===== src/rtl/keccak_seq_pkg.sv =====
// keccak_seq_pkg: shared definitions for the KetchupPeripheral AXI4-Lite sequencer
//   register offsets, digest mode encodings, digest length per mode, FSM states
package keccak_seq_pkg;

    localparam int ADDR_W = 7;

    localparam logic [ADDR_W-1:0] REG_CONTROL = 7'h00;
    localparam logic [ADDR_W-1:0] REG_STATUS  = 7'h04;
    localparam logic [ADDR_W-1:0] REG_INPUT   = 7'h08;
    localparam logic [ADDR_W-1:0] REG_COMMAND = 7'h0C;
    localparam logic [ADDR_W-1:0] REG_OUTPUT  = 7'h10;

    typedef enum logic [1:0] {
        MODE_512 = 2'd0,
        MODE_384 = 2'd1,
        MODE_256 = 2'd2,
        MODE_224 = 2'd3
    } mode_t;

    typedef enum logic [3:0] {
        S_IDLE,
        S_RST,
        S_WAIT_FIRST,
        S_CTRL_BODY,
        S_WAIT_IN,
        S_WR_IN,
        S_CTRL_LAST,
        S_WR_LAST,
        S_POLL,
        S_POLL_WAIT,
        S_RD_OUT,
        S_PRESENT
    } state_t;

    // Number of 32-bit digest words produced for each mode
    function automatic logic [4:0] words_for_mode(input mode_t m);
        return m == MODE_512 ? 5'd16 : m == MODE_384 ? 5'd12 : m == MODE_256 ? 5'd8 : 5'd7;
    endfunction

endpackage


===== src/rtl/axi_lite_master_xfer.sv =====
// axi_lite_master_xfer: single-transaction AXI4-Lite master engine
//   req/we/addr/wdata : transaction request, sampled when the engine is free
//   done              : one-cycle pulse when the response handshake completes
//   rdata/resp_err    : read data and nonzero-response flag, valid with done
//   M_AXI_*           : AXI4-Lite master channels
module axi_lite_master_xfer
    import keccak_seq_pkg::*;
(
    input  logic              S_AXI_ACLK,
    input  logic              S_AXI_ARESETN,
    input  logic              req,
    input  logic              we,
    input  logic [ADDR_W-1:0] addr,
    input  logic [31:0]       wdata,
    output logic              done,
    output logic [31:0]       rdata,
    output logic              resp_err,
    output logic [ADDR_W-1:0] M_AXI_AWADDR,
    output logic [2:0]        M_AXI_AWPROT,
    output logic              M_AXI_AWVALID,
    input  logic              M_AXI_AWREADY,
    output logic [31:0]       M_AXI_WDATA,
    output logic [3:0]        M_AXI_WSTRB,
    output logic              M_AXI_WVALID,
    input  logic              M_AXI_WREADY,
    input  logic [1:0]        M_AXI_BRESP,
    input  logic              M_AXI_BVALID,
    output logic              M_AXI_BREADY,
    output logic [ADDR_W-1:0] M_AXI_ARADDR,
    output logic [2:0]        M_AXI_ARPROT,
    output logic              M_AXI_ARVALID,
    input  logic              M_AXI_ARREADY,
    input  logic [31:0]       M_AXI_RDATA,
    input  logic [1:0]        M_AXI_RRESP,
    input  logic              M_AXI_RVALID,
    output logic              M_AXI_RREADY
);

    logic r_busy, r_done, r_err;

    assign done         = r_done;
    assign resp_err     = r_err;
    assign M_AXI_AWPROT = 3'd0;
    assign M_AXI_ARPROT = 3'd0;
    assign M_AXI_WSTRB  = 4'hF;

    // r_done blocks a restart in the completion cycle, while the caller's
    // request is still asserted from the state it is about to leave
    always_ff @(posedge S_AXI_ACLK or negedge S_AXI_ARESETN) begin
        if (!S_AXI_ARESETN) begin
            r_busy        <= 1'b0;
            r_done        <= 1'b0;
            r_err         <= 1'b0;
            rdata         <= '0;
            M_AXI_AWADDR  <= '0;
            M_AXI_AWVALID <= 1'b0;
            M_AXI_WDATA   <= '0;
            M_AXI_WVALID  <= 1'b0;
            M_AXI_BREADY  <= 1'b0;
            M_AXI_ARADDR  <= '0;
            M_AXI_ARVALID <= 1'b0;
            M_AXI_RREADY  <= 1'b0;
        end else begin
            r_done <= 1'b0;
            if (req && !r_busy && !r_done) begin
                r_busy <= 1'b1;
                if (we) begin
                    M_AXI_AWADDR  <= addr;
                    M_AXI_WDATA   <= wdata;
                    M_AXI_AWVALID <= 1'b1;
                    M_AXI_WVALID  <= 1'b1;
                    M_AXI_BREADY  <= 1'b1;
                end else begin
                    M_AXI_ARADDR  <= addr;
                    M_AXI_ARVALID <= 1'b1;
                    M_AXI_RREADY  <= 1'b1;
                end
            end
            if (M_AXI_AWVALID && M_AXI_AWREADY) M_AXI_AWVALID <= 1'b0;
            if (M_AXI_WVALID && M_AXI_WREADY)   M_AXI_WVALID  <= 1'b0;
            if (M_AXI_ARVALID && M_AXI_ARREADY) M_AXI_ARVALID <= 1'b0;
            if (M_AXI_BREADY && M_AXI_BVALID) begin
                M_AXI_BREADY <= 1'b0;
                r_busy       <= 1'b0;
                r_done       <= 1'b1;
                r_err        <= |M_AXI_BRESP;
            end
            if (M_AXI_RREADY && M_AXI_RVALID) begin
                M_AXI_RREADY <= 1'b0;
                r_busy       <= 1'b0;
                r_done       <= 1'b1;
                r_err        <= |M_AXI_RRESP;
                rdata        <= M_AXI_RDATA;
            end
        end
    end

endmodule


===== src/rtl/keccak_axi_sequencer.sv =====
// keccak_axi_sequencer: autonomous AXI4-Lite driver for the KetchupPeripheral SHA-3 core
//   cmd_*   : hash command (digest mode) handshake
//   in_*    : message word stream, first byte in [31:24], in_bytes on last beat
//   out_*   : digest word stream, most significant word first
//   busy    : not idle; error: sticky bus-error / poll-timeout flag
//   M_AXI_* : AXI4-Lite master to the peripheral's slave port
module keccak_axi_sequencer
    import keccak_seq_pkg::*;
#(
    parameter int POLL_GAP   = 4,
    parameter int POLL_LIMIT = 65535
) (
    input  logic              S_AXI_ACLK,
    input  logic              S_AXI_ARESETN,
    input  logic              cmd_valid,
    output logic              cmd_ready,
    input  logic [1:0]        cmd_mode,
    input  logic              in_valid,
    output logic              in_ready,
    input  logic [31:0]       in_data,
    input  logic              in_last,
    input  logic [1:0]        in_bytes,
    output logic              out_valid,
    input  logic              out_ready,
    output logic [31:0]       out_data,
    output logic              out_last,
    output logic              busy,
    output logic              error,
    output logic [ADDR_W-1:0] M_AXI_AWADDR,
    output logic [2:0]        M_AXI_AWPROT,
    output logic              M_AXI_AWVALID,
    input  logic              M_AXI_AWREADY,
    output logic [31:0]       M_AXI_WDATA,
    output logic [3:0]        M_AXI_WSTRB,
    output logic              M_AXI_WVALID,
    input  logic              M_AXI_WREADY,
    input  logic [1:0]        M_AXI_BRESP,
    input  logic              M_AXI_BVALID,
    output logic              M_AXI_BREADY,
    output logic [ADDR_W-1:0] M_AXI_ARADDR,
    output logic [2:0]        M_AXI_ARPROT,
    output logic              M_AXI_ARVALID,
    input  logic              M_AXI_ARREADY,
    input  logic [31:0]       M_AXI_RDATA,
    input  logic [1:0]        M_AXI_RRESP,
    input  logic              M_AXI_RVALID,
    output logic              M_AXI_RREADY
);

    state_t            r_state, w_next;
    mode_t             r_mode;
    logic [1:0]        r_bytes;
    logic [31:0]       r_data, r_out, r_polls, r_gap;
    logic [3:0]        r_word;
    logic              r_err, r_first;
    logic              w_req, w_we, w_done, w_resp_err, w_timeout, w_last_word;
    logic [ADDR_W-1:0] w_addr;
    logic [31:0]       w_wdata, w_rdata;

    assign cmd_ready   = r_state == S_IDLE;
    assign busy        = r_state != S_IDLE;
    assign error       = r_err;
    assign out_valid   = r_state == S_PRESENT;
    assign out_data    = r_out;
    assign w_last_word = {1'b0, r_word} == words_for_mode(r_mode) - 5'd1;
    assign out_last    = out_valid && w_last_word;
    assign w_timeout   = r_state == S_POLL && w_done && !w_rdata[0] && POLL_LIMIT != 0 &&
                         r_polls + 32'd1 >= 32'(POLL_LIMIT);

    always_ff @(posedge S_AXI_ACLK or negedge S_AXI_ARESETN) begin
        if (!S_AXI_ARESETN) r_state <= S_IDLE;
        else                r_state <= w_next;
    end

    always_comb begin
        w_next   = r_state;
        w_req    = 1'b0;
        w_we     = 1'b1;
        w_addr   = REG_COMMAND;
        w_wdata  = 32'd1;
        in_ready = 1'b0;
        case (r_state)
            S_IDLE:       if (cmd_valid) w_next = S_RST;
            S_RST: begin
                w_req = 1'b1;
                if (w_done) w_next = S_WAIT_FIRST;
            end
            // Peek only: the first beat decides whether a body CONTROL is needed
            S_WAIT_FIRST: if (in_valid) w_next = in_last ? S_CTRL_LAST : S_CTRL_BODY;
            S_CTRL_BODY: begin
                w_req   = 1'b1;
                w_addr  = REG_CONTROL;
                w_wdata = {26'd0, r_mode, 4'd0};
                if (w_done) w_next = S_WAIT_IN;
            end
            S_WAIT_IN: begin
                in_ready = 1'b1;
                if (in_valid) w_next = in_last ? S_CTRL_LAST : S_WR_IN;
            end
            S_WR_IN: begin
                w_req   = 1'b1;
                w_addr  = REG_INPUT;
                w_wdata = r_data;
                if (w_done) w_next = S_WAIT_IN;
            end
            // A single-beat message is still pending here; its byte count is taken
            // straight from the input in the same cycle the beat is accepted
            S_CTRL_LAST: begin
                w_req    = 1'b1;
                in_ready = r_first;
                w_addr   = REG_CONTROL;
                w_wdata  = {26'd0, r_mode, 2'b01, r_first ? in_bytes : r_bytes};
                if (w_done) w_next = S_WR_LAST;
            end
            S_WR_LAST: begin
                w_req   = 1'b1;
                w_addr  = REG_INPUT;
                w_wdata = r_data;
                if (w_done) w_next = S_POLL;
            end
            S_POLL: begin
                w_req  = 1'b1;
                w_we   = 1'b0;
                w_addr = REG_STATUS;
                if (w_done) w_next = w_rdata[0] ? S_RD_OUT : w_timeout ? S_IDLE :
                                     POLL_GAP == 0 ? S_POLL : S_POLL_WAIT;
            end
            S_POLL_WAIT:  w_next = r_gap == 32'd0 ? S_POLL : S_POLL_WAIT;
            S_RD_OUT: begin
                w_req  = 1'b1;
                w_we   = 1'b0;
                w_addr = REG_OUTPUT + {1'b0, r_word, 2'b00};
                if (w_done) w_next = S_PRESENT;
            end
            S_PRESENT:    if (out_ready) w_next = w_last_word ? S_IDLE : S_RD_OUT;
            default:      w_next = S_IDLE;
        endcase
    end

    always_ff @(posedge S_AXI_ACLK or negedge S_AXI_ARESETN) begin
        if (!S_AXI_ARESETN) begin
            r_mode  <= MODE_512;
            r_bytes <= 2'd0;
            r_data  <= '0;
            r_out   <= '0;
            r_polls <= '0;
            r_gap   <= '0;
            r_word  <= '0;
            r_err   <= 1'b0;
            r_first <= 1'b0;
        end else begin
            if (r_state == S_IDLE && cmd_valid) begin
                r_mode  <= mode_t'(cmd_mode);
                r_err   <= 1'b0;
                r_word  <= '0;
                r_polls <= '0;
            end
            if ((w_done && w_resp_err) || w_timeout) r_err <= 1'b1;
            if (r_state == S_WAIT_FIRST && in_valid && in_last) r_first <= 1'b1;
            if (in_valid && in_ready) begin
                r_data  <= in_data;
                r_bytes <= in_bytes;
                r_first <= 1'b0;
            end
            if (r_state == S_POLL && w_done) r_polls <= r_polls + 32'd1;
            if (r_state == S_POLL && w_next == S_POLL_WAIT) r_gap <= 32'(POLL_GAP - 1);
            else if (r_state == S_POLL_WAIT) r_gap <= r_gap - 32'd1;
            if (r_state == S_RD_OUT && w_done) r_out <= w_rdata;
            if (r_state == S_PRESENT && out_ready) r_word <= r_word + 4'd1;
        end
    end

    axi_lite_master_xfer u_xfer (
        .S_AXI_ACLK    (S_AXI_ACLK),
        .S_AXI_ARESETN (S_AXI_ARESETN),
        .req           (w_req),
        .we            (w_we),
        .addr          (w_addr),
        .wdata         (w_wdata),
        .done          (w_done),
        .rdata         (w_rdata),
        .resp_err      (w_resp_err),
        .M_AXI_AWADDR  (M_AXI_AWADDR),
        .M_AXI_AWPROT  (M_AXI_AWPROT),
        .M_AXI_AWVALID (M_AXI_AWVALID),
        .M_AXI_AWREADY (M_AXI_AWREADY),
        .M_AXI_WDATA   (M_AXI_WDATA),
        .M_AXI_WSTRB   (M_AXI_WSTRB),
        .M_AXI_WVALID  (M_AXI_WVALID),
        .M_AXI_WREADY  (M_AXI_WREADY),
        .M_AXI_BRESP   (M_AXI_BRESP),
        .M_AXI_BVALID  (M_AXI_BVALID),
        .M_AXI_BREADY  (M_AXI_BREADY),
        .M_AXI_ARADDR  (M_AXI_ARADDR),
        .M_AXI_ARPROT  (M_AXI_ARPROT),
        .M_AXI_ARVALID (M_AXI_ARVALID),
        .M_AXI_ARREADY (M_AXI_ARREADY),
        .M_AXI_RDATA   (M_AXI_RDATA),
        .M_AXI_RRESP   (M_AXI_RRESP),
        .M_AXI_RVALID  (M_AXI_RVALID),
        .M_AXI_RREADY  (M_AXI_RREADY)
    );

endmodule

===== config.mk =====
export PLATFORM = sky130hd
export DESIGN_NAME = keccak_axi_sequencer
export DESIGN_NICKNAME = d
export VERILOG_FILES = /design/src/rtl/keccak_seq_pkg.sv /design/src/rtl/axi_lite_master_xfer.sv /design/src/rtl/keccak_axi_sequencer.sv
export SDC_FILE = /design/constraint.sdc
export NUM_CORES = 1
export LEC_CHECK = 0
export BUFFER_PORTS_ARGS = -buffer_cell sky130_fd_sc_hd__buf_2
export CAP_MARGIN = 20
export CORE_MARGIN = 10
export CORE_UTILIZATION = 38
export DETAILED_ROUTE_END_ITERATION = 8
export GPL_TIMING_DRIVEN = 1
export PLACE_DENSITY_LB_ADDON = 0.1
export REMOVE_ABC_BUFFERS = 1
export SYNTH_ARGS = -nofsm -noshare
export SYNTH_HDL_FRONTEND = slang
export SYNTH_HIERARCHICAL = 1
export SYNTH_SLANG_ARGS = --single-unit

===== constraint.sdc =====
create_clock -name S_AXI_ACLK -period 2.4 [get_ports S_AXI_ACLK]
set_input_delay 0.48 -clock S_AXI_ACLK [delete_from_list [all_inputs] [get_ports S_AXI_ACLK]]
set_output_delay 0.48 -clock S_AXI_ACLK [all_outputs]
set_load 0.005 [all_outputs]

==> results of run 1 <==
-- worst max-delay path, stage by stage (launching register included) --
cell and delay (ns):
dfrtp_1 0.38, nand4_1 0.21, buf_4 0.21, nor4_4 0.13
buf_4 0.19, a31oi_4 0.09, nor4_2 0.27, nand4_1 0.24
nor4_4 0.38, buf_12 0.18, clkbuf_16 0.14, nor2_1 0.04
-- Yosys cell counts, drive strengths merged (3+ instances only) --
cell type	n	share of area, %
a21oi	28	1.3
a22oi	3	0.21
a31oi	13	0.76
and2	33	1.9
and3	13	0.76
and4	4	0.33
buf	35	2.2
clkbuf	27	0.94
conb	3	0.10
dfrtp	228	53
ha	5	0.58
inv	17	0.59
mux2	149	16
mux2i	6	0.56
nand2	51	1.8
nand2b	5	0.29
nand3	26	1.2
nand3b	5	0.35
nand4	20	1.2
nor2	89	3.1
nor2b	8	0.47
nor3	16	0.74
nor4	15	1.1
nor4bb	5	0.47
o21ai	54	2.5
o22ai	3	0.17
o31ai	13	0.91
o41ai	5	0.41
or3	7	0.45
xnor2	19	1.5
xor2	17	1.4
-- metrics by stage --
stage | std cells | TNS, ns | utilization [%] | power [mW] | cell area (sq um)
after global routing | 1642 | -8.890 | 51.37 | 15.20 | 14310
final | 1643 | -6.044 | 51.38 | 14.27 | 14310
after floorplan | 905 | -157.73 | - | 8.241 | 10450
after CTS | 1621 | -2.898 | 49.81 | 14.36 | 13880
after global placement | 1567 | -4.708 | 45.93 | 9.924 | 12790
after detailed placement | 1567 | -6.233 | 45.93 | 10.02 | 12790
-- cell type report --
type	instances	area [sq um]	area share [%]
flip-flops and latches	228	5710	39.90
multi-input cells	660	4982	34.81
repair buffers	312	2153	15.04
clock buffers	37	763.2	5.332
well taps	378	473.0	3.304
clock inverters	9	158.9	1.110
inverters	17	67.56	0.4720
diodes	2	5.005	0.03497
-- where the power goes --
part           switching, mW  internal, mW
Clock                   1.56          2.64
Combinational           1.95          2.24
Sequential             0.771          5.11
-- per-layer routing --
layer / wire length [microns] / vias to the layer above
met4: 654 / 4
met1: 12330 / 4028
li1: - / 3968
met5: 15 / -
met3: 1827 / 43
met2: 13400 / 165
-- registers in the layout, indices dropped and copies added (netlist names) --
| register | count |
|---|---|
| r_gap | 32 |
| error | 1 |
| u_xfer/rdata | 32 |
| u_xfer/M_AXI_WDATA | 32 |
| u_xfer/r_busy | 1 |
| u_xfer/M_AXI_AWVALID | 1 |
| r_data | 32 |
| r_first | 1 |
| u_xfer/resp_err | 1 |
| r_word | 4 |
| u_xfer/M_AXI_RREADY | 1 |
| out_data | 32 |
| u_xfer/M_AXI_ARADDR | 7 |
| u_xfer/done | 1 |
| r_bytes | 2 |
| r_mode | 2 |
| r_state | 4 |
| u_xfer/M_AXI_WVALID | 1 |
| u_xfer/M_AXI_BREADY | 1 |
| u_xfer/M_AXI_ARVALID | 1 |
| r_polls | 32 |
| u_xfer/M_AXI_AWADDR | 7 |
-- path summary, 6_finish.rpt --
path                                      startpoint              endpoint  slack (ns)  cells after the start
worst min register to register  u_xfer/M_AXI_AWVALID  u_xfer/M_AXI_AWVALID        0.47                      1
worst max-delay path                      r_polls[3]             r_gap[25]       -0.19                     11
worst min-delay path                    M_AXI_WREADY   u_xfer/M_AXI_WVALID        0.12                      2
max in group asynchronous              S_AXI_ARESETN            r_bytes[1]        1.16                      3
min in group asynchronous              S_AXI_ARESETN             r_gap[20]        0.51                      2
worst max register to register            r_polls[3]             r_gap[25]       -0.19                     11
-- logic make-up after synthesis --
logic type               count (synthesis)  share of synthesized area, %
AND/OR/NAND/NOR                        307                         15.19
AO/OA/AOI/OAI                          142                         8.123
buffers and inverters                   79                         3.747
adder cells (fa/ha/maj)                  6                        0.6750
multiplexers                           155                         16.16
other                                    3                        0.1047
XOR/XNOR                                36                         2.933
flip-flops                             228                         53.07
-- what timing repair did --
action / 4_1_cts / 5_1_grt
hold endpoints to repair: 61 / 0
hold buffers: 1 / 0
resized for setup: 21 / 51
cloned: 0 / 5
endpoints found under the setup margin: 38 / 71
pin swaps: 7 / 23
setup buffers: 7 / 16
==> results.cfg, run 1 <==
[power]
ir_drop_uv = 646.9
p_per_area_mw_per_mm2 = 997.3
p_leak_nw = 6.895

[outcome]
violations = setup timing
status = finished with violations

[grt]
grt_use_met2_pct = 25.05
grt_pass1_vias = 8360
grt.overflow.total = 0
antenna_found_initial = 5
grt_pass1_wl_mm = 44.87
grt_use_total_pct = 15.20
grtUsageMet1_pct = 19.15
grt-busiest-layer = met2
grt_use_met3_pct = 4.191
grt_max_degree = 68

[detailed_routing]
wire_per_inst_microns = 17.18
drc = 0
first_iter_violations = 339
detail-route-antenna-nets = 0
routed_wl_mm = 28.23
firstDrtPassIters = 4
num_vias = 8208
vias_per_cell = 4.996

[yosys]
ys_types = 65
async_flop_share_pct = 100.0
syn_avg_cell_area_sq_um = 11.25
synth_cells = 956
synth-main-ff-cell = dfrtp_1
synth_edf_count = 0
synth_seq_cells = 228
ys_seq_area_share_pct = 53.07
ys.warnings.count = 6
syn_area_sq_mm = 0.01075

[worst_setup_path]
crit_required_ns = 2.81
cp_data_arrival_time_ns = 3.01
start_kind = flip-flop
worstPathMaxFanout = 7
end_kind = flip-flop
crit_type = reg -> reg

[finish]
layout_common_cells = dfrtp_1 (224), buf_2 (169), mux2_2 (145), buf_4 (118), nor2_1 (76)
fill_cells = 2554
final_common_cell = dfrtp_1
finalNetCount = 1333
layout-drive-gt1-share_pct = 44.34
synthToLayoutAreaGrowth_pct = 33.13

[floorplanning]
die_x_microns = 188.2
num_rows = 61
die_y_microns = 188.2
die_area_sq_mm = 0.03542
io_pins = 182
core_area_sq_mm = 0.02786
start_util_pct = 38.59

[timing]
slew_viol_final = 0
hold_ws_ns = 0.1227
tightest_slew_ns = 0.8987
setup_slack_ns = -0.1940
rsz0062_at_grt = true
setup_viol = 35
timing_hold_violations_final = 0
fin_crit_sh_pct = 108.1
fmax_mhz = 385.5
fin_worst_skew_ns = 0.01302
finalCriticalPeriod_ns = 2.594
slew_headroom_pct = 40.09

[cts]
cts.root.buffer_cell = clkbuf_16
htree_levels = 1
clock_sinks = 228
numCtsBuffers = 26
clk_transition_reported_paths_ns = 0.06
clock_path_buffers = 3
clk_latency_ns = 0.53
cts_tree = done

[placed_design]
pre_cts_ws_ns = -0.2395
hpwl_mm = 19.69
io_buffers = 171
gp_congestion = 0.8000

[run]
drv_cap = 0

[min_path]
min_path_type = in -> reg
Note: power is estimated with default switching activity, not from simulation.
==> inputs of run 2 (changes only) <==
Settings changed: ABC_AREA set to 1.
==> run 2 against run 1 <==
Against the previous run:
- the run now ends clean
- worst hold slack better by 0.020 ns
- fmax is 13% higher
- total power is 1.7% higher
- via count is 15% higher
- routed wire length is 9.4% higher
- die area is 4.8% higher
- area after synthesis is 5.3% higher
- critical path depth is 4 lower
- critical endpoint is now in_ready
- largest cell class unchanged
==> results.cfg, run 2 <==
[detailed_routing]
drc = 0
first_iter_violations = 552
detail-route-antenna-nets = 0
routed_wl_mm = 30.88
firstDrtPassIters = 5
vias_per_cell = 4.736
wire_per_inst_microns = 15.50
num_vias = 9438

[grt]
grt_use_total_pct = 16.34
grt-busiest-layer = met2
grt.overflow.total = 0
antenna_found_initial = 3
grt_pass1_wl_mm = 49.98
grt_max_degree = 65
grt_pass1_vias = 9487
grt_use_met3_pct = 3.777
grt_use_met2_pct = 25.60
grtUsageMet1_pct = 22.42

[finish]
finalNetCount = 1672
stdcell_count = 1993
layout-drive-gt1-share_pct = 22.15
final_common_cell = nand2_1
fill_cells = 3031
post-route-util_pct = 46.25
layout_common_cells = nand2_1 (409), dfrtp_1 (227), nor2_1 (173), buf_2 (169), inv_1 (155)
seq_area_sq_mm = 0.005707
multi_input_area_sq_mm = 0.004726
synthToLayoutAreaGrowth_pct = 20.70
antenna_cells = 0

[yosys]
netlist_top_cells_count = nand2_1 (409), dfrtp_1 (228), nor2_1 (177)
synth_area_leaders = dfrtp_1 (50%), nand2_1 (14%), nor2_1 (5.9%)
async_flop_share_pct = 100.0
syn_avg_cell_area_sq_um = 8.113
netlist.area_leader.share_pct = 50.38
synth_edf_count = 0
synth_top_area_cell = dfrtp_1
synth-main-ff-cell = dfrtp_1
synth_seq_cells = 228
ys.warnings.count = 6
synth_cells = 1396
ys_types = 42
yosysMostFrequentCell = nand2_1
syn_area_sq_mm = 0.01133
ys_seq_area_share_pct = 50.38

[timing]
fin_crit_sh_pct = 95.56
fin_tns_setup_ns = 0
rsz0062_at_grt = false
setup_slack_ns = 0.1065
fmax_mhz = 436.0
finalCriticalPeriod_ns = 2.293
setup_viol = 0
timing_hold_violations_final = 0
tightest_slew_ns = 0.6288
slew_viol_final = 0
fin_worst_skew_ns = 0.009534
hold_ws_ns = 0.1423
slew_headroom_pct = 58.02

[worst_setup_path]
worstReg2RegEnd = r_gap[24]
r2r-start = r_polls[5]
crit_type = reg -> out
ff2ff_setup_slack_ns = 0.16
worstPathMaxFanout = 6
crit_required_ns = 1.92
start_kind = flip-flop
cp_data_arrival_time_ns = 1.81
endpoint = in_ready
end_kind = output port
r2r_cells = 14
crit_start = r_state[0]

[placed_design]
io_buffers = 171
place_inst = 1941
hpwl_mm = 21.74
gp_congestion = 0.8475
pre_cts_ws_ns = 0.1723

[floorplanning]
io_pins = 182
num_rows = 63
die_area_sq_mm = 0.03711
die_x_microns = 192.6
die_y_microns = 192.6
core_area_sq_mm = 0.02956
start_util_pct = 38.32

[outcome]
status = completed

[cts]
clock_path_buffers = 3
clk_transition_reported_paths_ns = 0.06
htree_levels = 1
cts_tree = done
numCtsBuffers = 26
clock_sinks = 228
clk_latency_ns = 0.53
cts.root.buffer_cell = clkbuf_16

[run]
drv_cap = 0

[power]
p_leak_nw = 7.521
p_per_area_mw_per_mm2 = 1062
ir_drop_uv = 627.1

[min_path]
min_path_type = in -> reg
## run 2: changes by cell type in the layout (fill, tap and decap cells not counted), sizes merged, moves of 13 or more
cell	change
buf	-102
o31ai	-13
nand4	+35
nand2	+375
mux2	-111
and2	-32
o22ai	+14
inv	+159
nor2	+103
nand3	+21
## run 2: layout make-up
cell class	count	share of cell area, %
Multi-Input combinational cell	944	34.57
Clock buffer	38	5.684
Clock inverter	9	0.3661
Inverter	177	4.860
Sequential cell	228	41.74
Timing Repair Buffer	207	9.207
Tap cell	390	3.569
## run 2: cell families (layout without fill, tap and decap cells)
logic type                 Yosys count  count (layout)  synth area share, %
and+or+nand+nor                    746             746                28.29
AOI/OAI and AO/OA                  105             105                5.181
buffers and inverters              235             431                8.937
xor gates and xnor gates            36              36                2.784
adders and majority gates            5               5               0.5524
other                                3              14              0.09942
DFF                                228             228                50.38
muxes                               38              38                3.778
## run 2: how the worst min path moves through the flow
stage	startpoint	to	slack [ns]	cells past startpoint
6_report	M_AXI_RDATA[9]	u_xfer/rdata[9]	0.14	3
5_1_grt	M_AXI_RDATA[9]	u_xfer/rdata[9]	0.15	3
4_1_cts	M_AXI_RDATA[9]	u_xfer/rdata[9]	0.12	3
3_5_place_dp	S_AXI_ARESETN	r_gap[10]	0.43	1
3_3_place_gp	S_AXI_ARESETN	r_gap[12]	0.43	1
2_1_floorplan	S_AXI_ARESETN	error	0.18	0
## run 2: stage by stage
step                power (mW)  instance area, sq um
global route             15.66                 13670
floorplan                8.689                 11020
CTS                      14.72                 13560
finish                   14.52                 13670
detailed placement       10.79                 12710
global placement         10.72                 12710
## run 2: critical path, stage by stage, from the launching register on
cell	delay [ns]
dfrtp_1	0.39
buf_4	0.16
nor2_1	0.12
inv_2	0.08
nor2_4	0.14
inv_2	0.10
o21ai_4	0.14
buf_4	0.15
## run 2: timing repair
action	4_1_cts	5_1_grt
gates cloned	0	1
setup endpoints to repair	2	32
hold buffers	1	0
buffers inserted	0	3
pin swaps	0	6
endpoints found under the hold margin	44	0
gates resized for setup	6	14
## run 2: power by group
group	switching (mW)	total (mW)	internal, mW
registers	0.773	5.84	5.07
logic	3.06	4.86	1.80
clock network	1.58	3.81	2.23
total	5.41	14.5	9.11
## run 2: layer usage
metal  vias up  part of all wire, %
met3        46                  6.4
li1       4744                    -
met1      4433                   46
met2       209                   45
met5         -                 0.14
met4         6                  2.0
==> inputs of run 3 (changes only) <==
Settings changed: ABC_AREA 1 to not set, MAX_ROUTING_LAYER set to met4.
==> run 3 against run 2 <==
Against the previous run:
- the run now ends with setup timing left
- setup slack got worse by 0.28 ns
- routed wire length decreased by 8.9%
- total power fell by 1.8%
- fmax shrank 11%
- largest power group unchanged
- utilization is 5.1 points higher
- sequential share of layout area fell by 1.8 points
- worst hold slack worse by 0.018 ns
- sequential power is 0.7% higher
- critical path depth rose by 4
- flip-flop and latch count is the same
- count of clock-buffer cells in the layout shrank 1
==> results.cfg, run 3 (same netlist as run 1, synthesis figures left out) <==
[outcome]
violations = setup timing
status = finished with violations

[worst_setup_path]
crit_required_ns = 2.81
path_cells = nand4_1, buf_4, nor4_4, buf_4, a31oi_4, nor4_2, nand4_1, nor4_4, buf_12, clkbuf_16, nor2_1
crit_type = reg -> reg
start_kind = flip-flop
cp_data_arrival_time_ns = 2.99
worstPathMaxFanout = 7
end_kind = flip-flop
crit_path_max_incr_delay_ns = 0.38
cpMaxStageDelayCell = dfrtp_1

[timing]
fmax_mhz = 388.8
timing_hold_violations_final = 0
rsz0062_at_grt = true
setup_viol = 35
fin_crit_sh_pct = 107.2
fin_tns_setup_ns = -5.318
slew_viol_final = 0
setup_slack_ns = -0.1720
finalCriticalPeriod_ns = 2.572
slew_headroom_pct = 40.24
tightest_slew_ns = 0.8963
fin_worst_skew_ns = 0.01160

[finish]
layout-drive-gt1-share_pct = 44.29
final_common_cell = dfrtp_1
layout_common_cells = dfrtp_1 (224), buf_2 (169), mux2_2 (146), buf_4 (117), nor2_1 (76)
finalNetCount = 1332
stdcell_area_sq_mm = 0.01431
synthToLayoutAreaGrowth_pct = 33.10

[placed_design]
dpl-instance-area_sq_mm = 0.01279
io_buffers = 171
hpwl_mm = 19.69
pre_cts_ws_ns = -0.2395
gp_congestion = 0.8114

[floorplanning]
io_pins = 182
die_area_sq_mm = 0.03542
die_x_microns = 188.2
num_rows = 61
start_util_pct = 38.59
die_y_microns = 188.2
core_area_sq_mm = 0.02786

[power]
ir_drop_uv = 646.9
p_sw_mw = 4.275
sw_frac_of_total_pct = 29.98
p_leak_nw = 6.882
intPower_mw = 9.983
p_clk_share_pct = 29.4
p_seq_share_pct = 41.3
p_per_area_mw_per_mm2 = 996.4
pwr-share-comb_pct = 29.3

[grt]
grt.overflow.total = 0
grt_max_degree = 68
grt_pass1_vias = 8378
antenna_found_initial = 5
grt_use_total_pct = 15.61
grt_pass1_wl_mm = 44.73

[detailed_routing]
vias_per_cell = 5.009
detail-route-antenna-nets = 0
routed_wl_mm = 28.14
firstDrtPassIters = 5
drc = 0
wire_per_inst_microns = 17.11
first_iter_violations = 347
num_vias = 8235

[cts]
clk_transition_reported_paths_ns = 0.06
cts.root.buffer_cell = clkbuf_16
htree_levels = 1
clock_path_buffers = 3
cts_tree = done
clock_sinks = 228
clk_latency_ns = 0.53
numCtsBuffers = 26

[run]
drv_cap = 0

[min_path]
min_path_type = in -> reg
[run 3: changes by cell type in the layout (fill, tap and decap cells not counted), sizes merged, moves of 35 or more]
cell   delta
buf     +101
inv     -159
mux2    +111
nand2   -375
nand4    -35
nor2    -103
[run 3: timing repair]
item,CTS,global route
gates cloned,0,5
pin swaps,7,23
hold endpoints to repair,61,0
gates resized for setup,21,50
hold buffers,1,0
setup endpoints to repair,38,71
buffers inserted,7,15
[run 3: critical path, delay by kind of cell, from the launching register on]
family,cells,cell delay (ns)
AND/OR/NAND/NOR,6,1.26
flip-flops,1,0.38
buffers and inverters,4,0.72
AO/OA/AOI/OAI,1,0.09
[run 3: cell type report]
type	instances	area [sq um]
flip-flops and latches	228	5710
diodes	4	10.01
multi-input cells	660	4981
inverters	17	67.56
repair buffers	311	2146
clock buffers	37	763.2
fillers	2560	13550
well taps	378	473.0
clock inverters	9	158.9
[run 3: per-stage QoR]
stage	std cells	total power [mW]	hold slack (ns)	util [%]
6_report	1644	14.26	0.1246	51.37
5_1_grt	1644	15.19	0.1173	51.37
4_1_cts	1621	14.36	0.1031	49.81
3_5_place_dp	1567	10.02	0.4609	45.93
3_3_place_gp	1567	9.924	0.4561	45.93
2_1_floorplan	905	8.241	0.1844	-
[run 3: path summary, 6_finish.rpt]
| kind | start | end | slack, ns | cells after the start |
|---|---|---|---|---|
| setup / recovery | r_polls[3] | r_gap[23] | -0.17 | 11 |
| hold / removal | M_AXI_WREADY | u_xfer/M_AXI_WVALID | 0.12 | 2 |
| setup reg to reg | r_polls[3] | r_gap[23] | -0.17 | 11 |
| hold reg to reg | u_xfer/M_AXI_AWVALID | u_xfer/M_AXI_AWVALID | 0.47 | 1 |
| max in group asynchronous | S_AXI_ARESETN | r_bytes[1] | 1.16 | 3 |
| min in group asynchronous | S_AXI_ARESETN | r_gap[20] | 0.51 | 2 |
[run 3: per-layer routing]
layer | global-route usage (%) | routed length [microns] | vias up | share of wire (%)
li1 | - | - | 3970 | -
met1 | 19.45 | 12570 | 4064 | 45
met2 | 25.08 | 13350 | 162 | 47
met3 | 3.582 | 1562 | 39 | 5.6
met4 | 4.215 | 646 | 0 | 2.3
met5 | - | 0 | - | 0
[run 3: power groups by stage]
stage / combinational (mW) / clock (mW) / sequential (mW)
floorplan: 2.33 / 0 / 5.91
global placement: 4.01 / 0 / 5.91
detailed placement: 4.07 / 0 / 5.96
CTS: 4.11 / 4.35 / 5.90
global route: 4.63 / 4.49 / 6.06
finish: 4.18 / 4.20 / 5.88
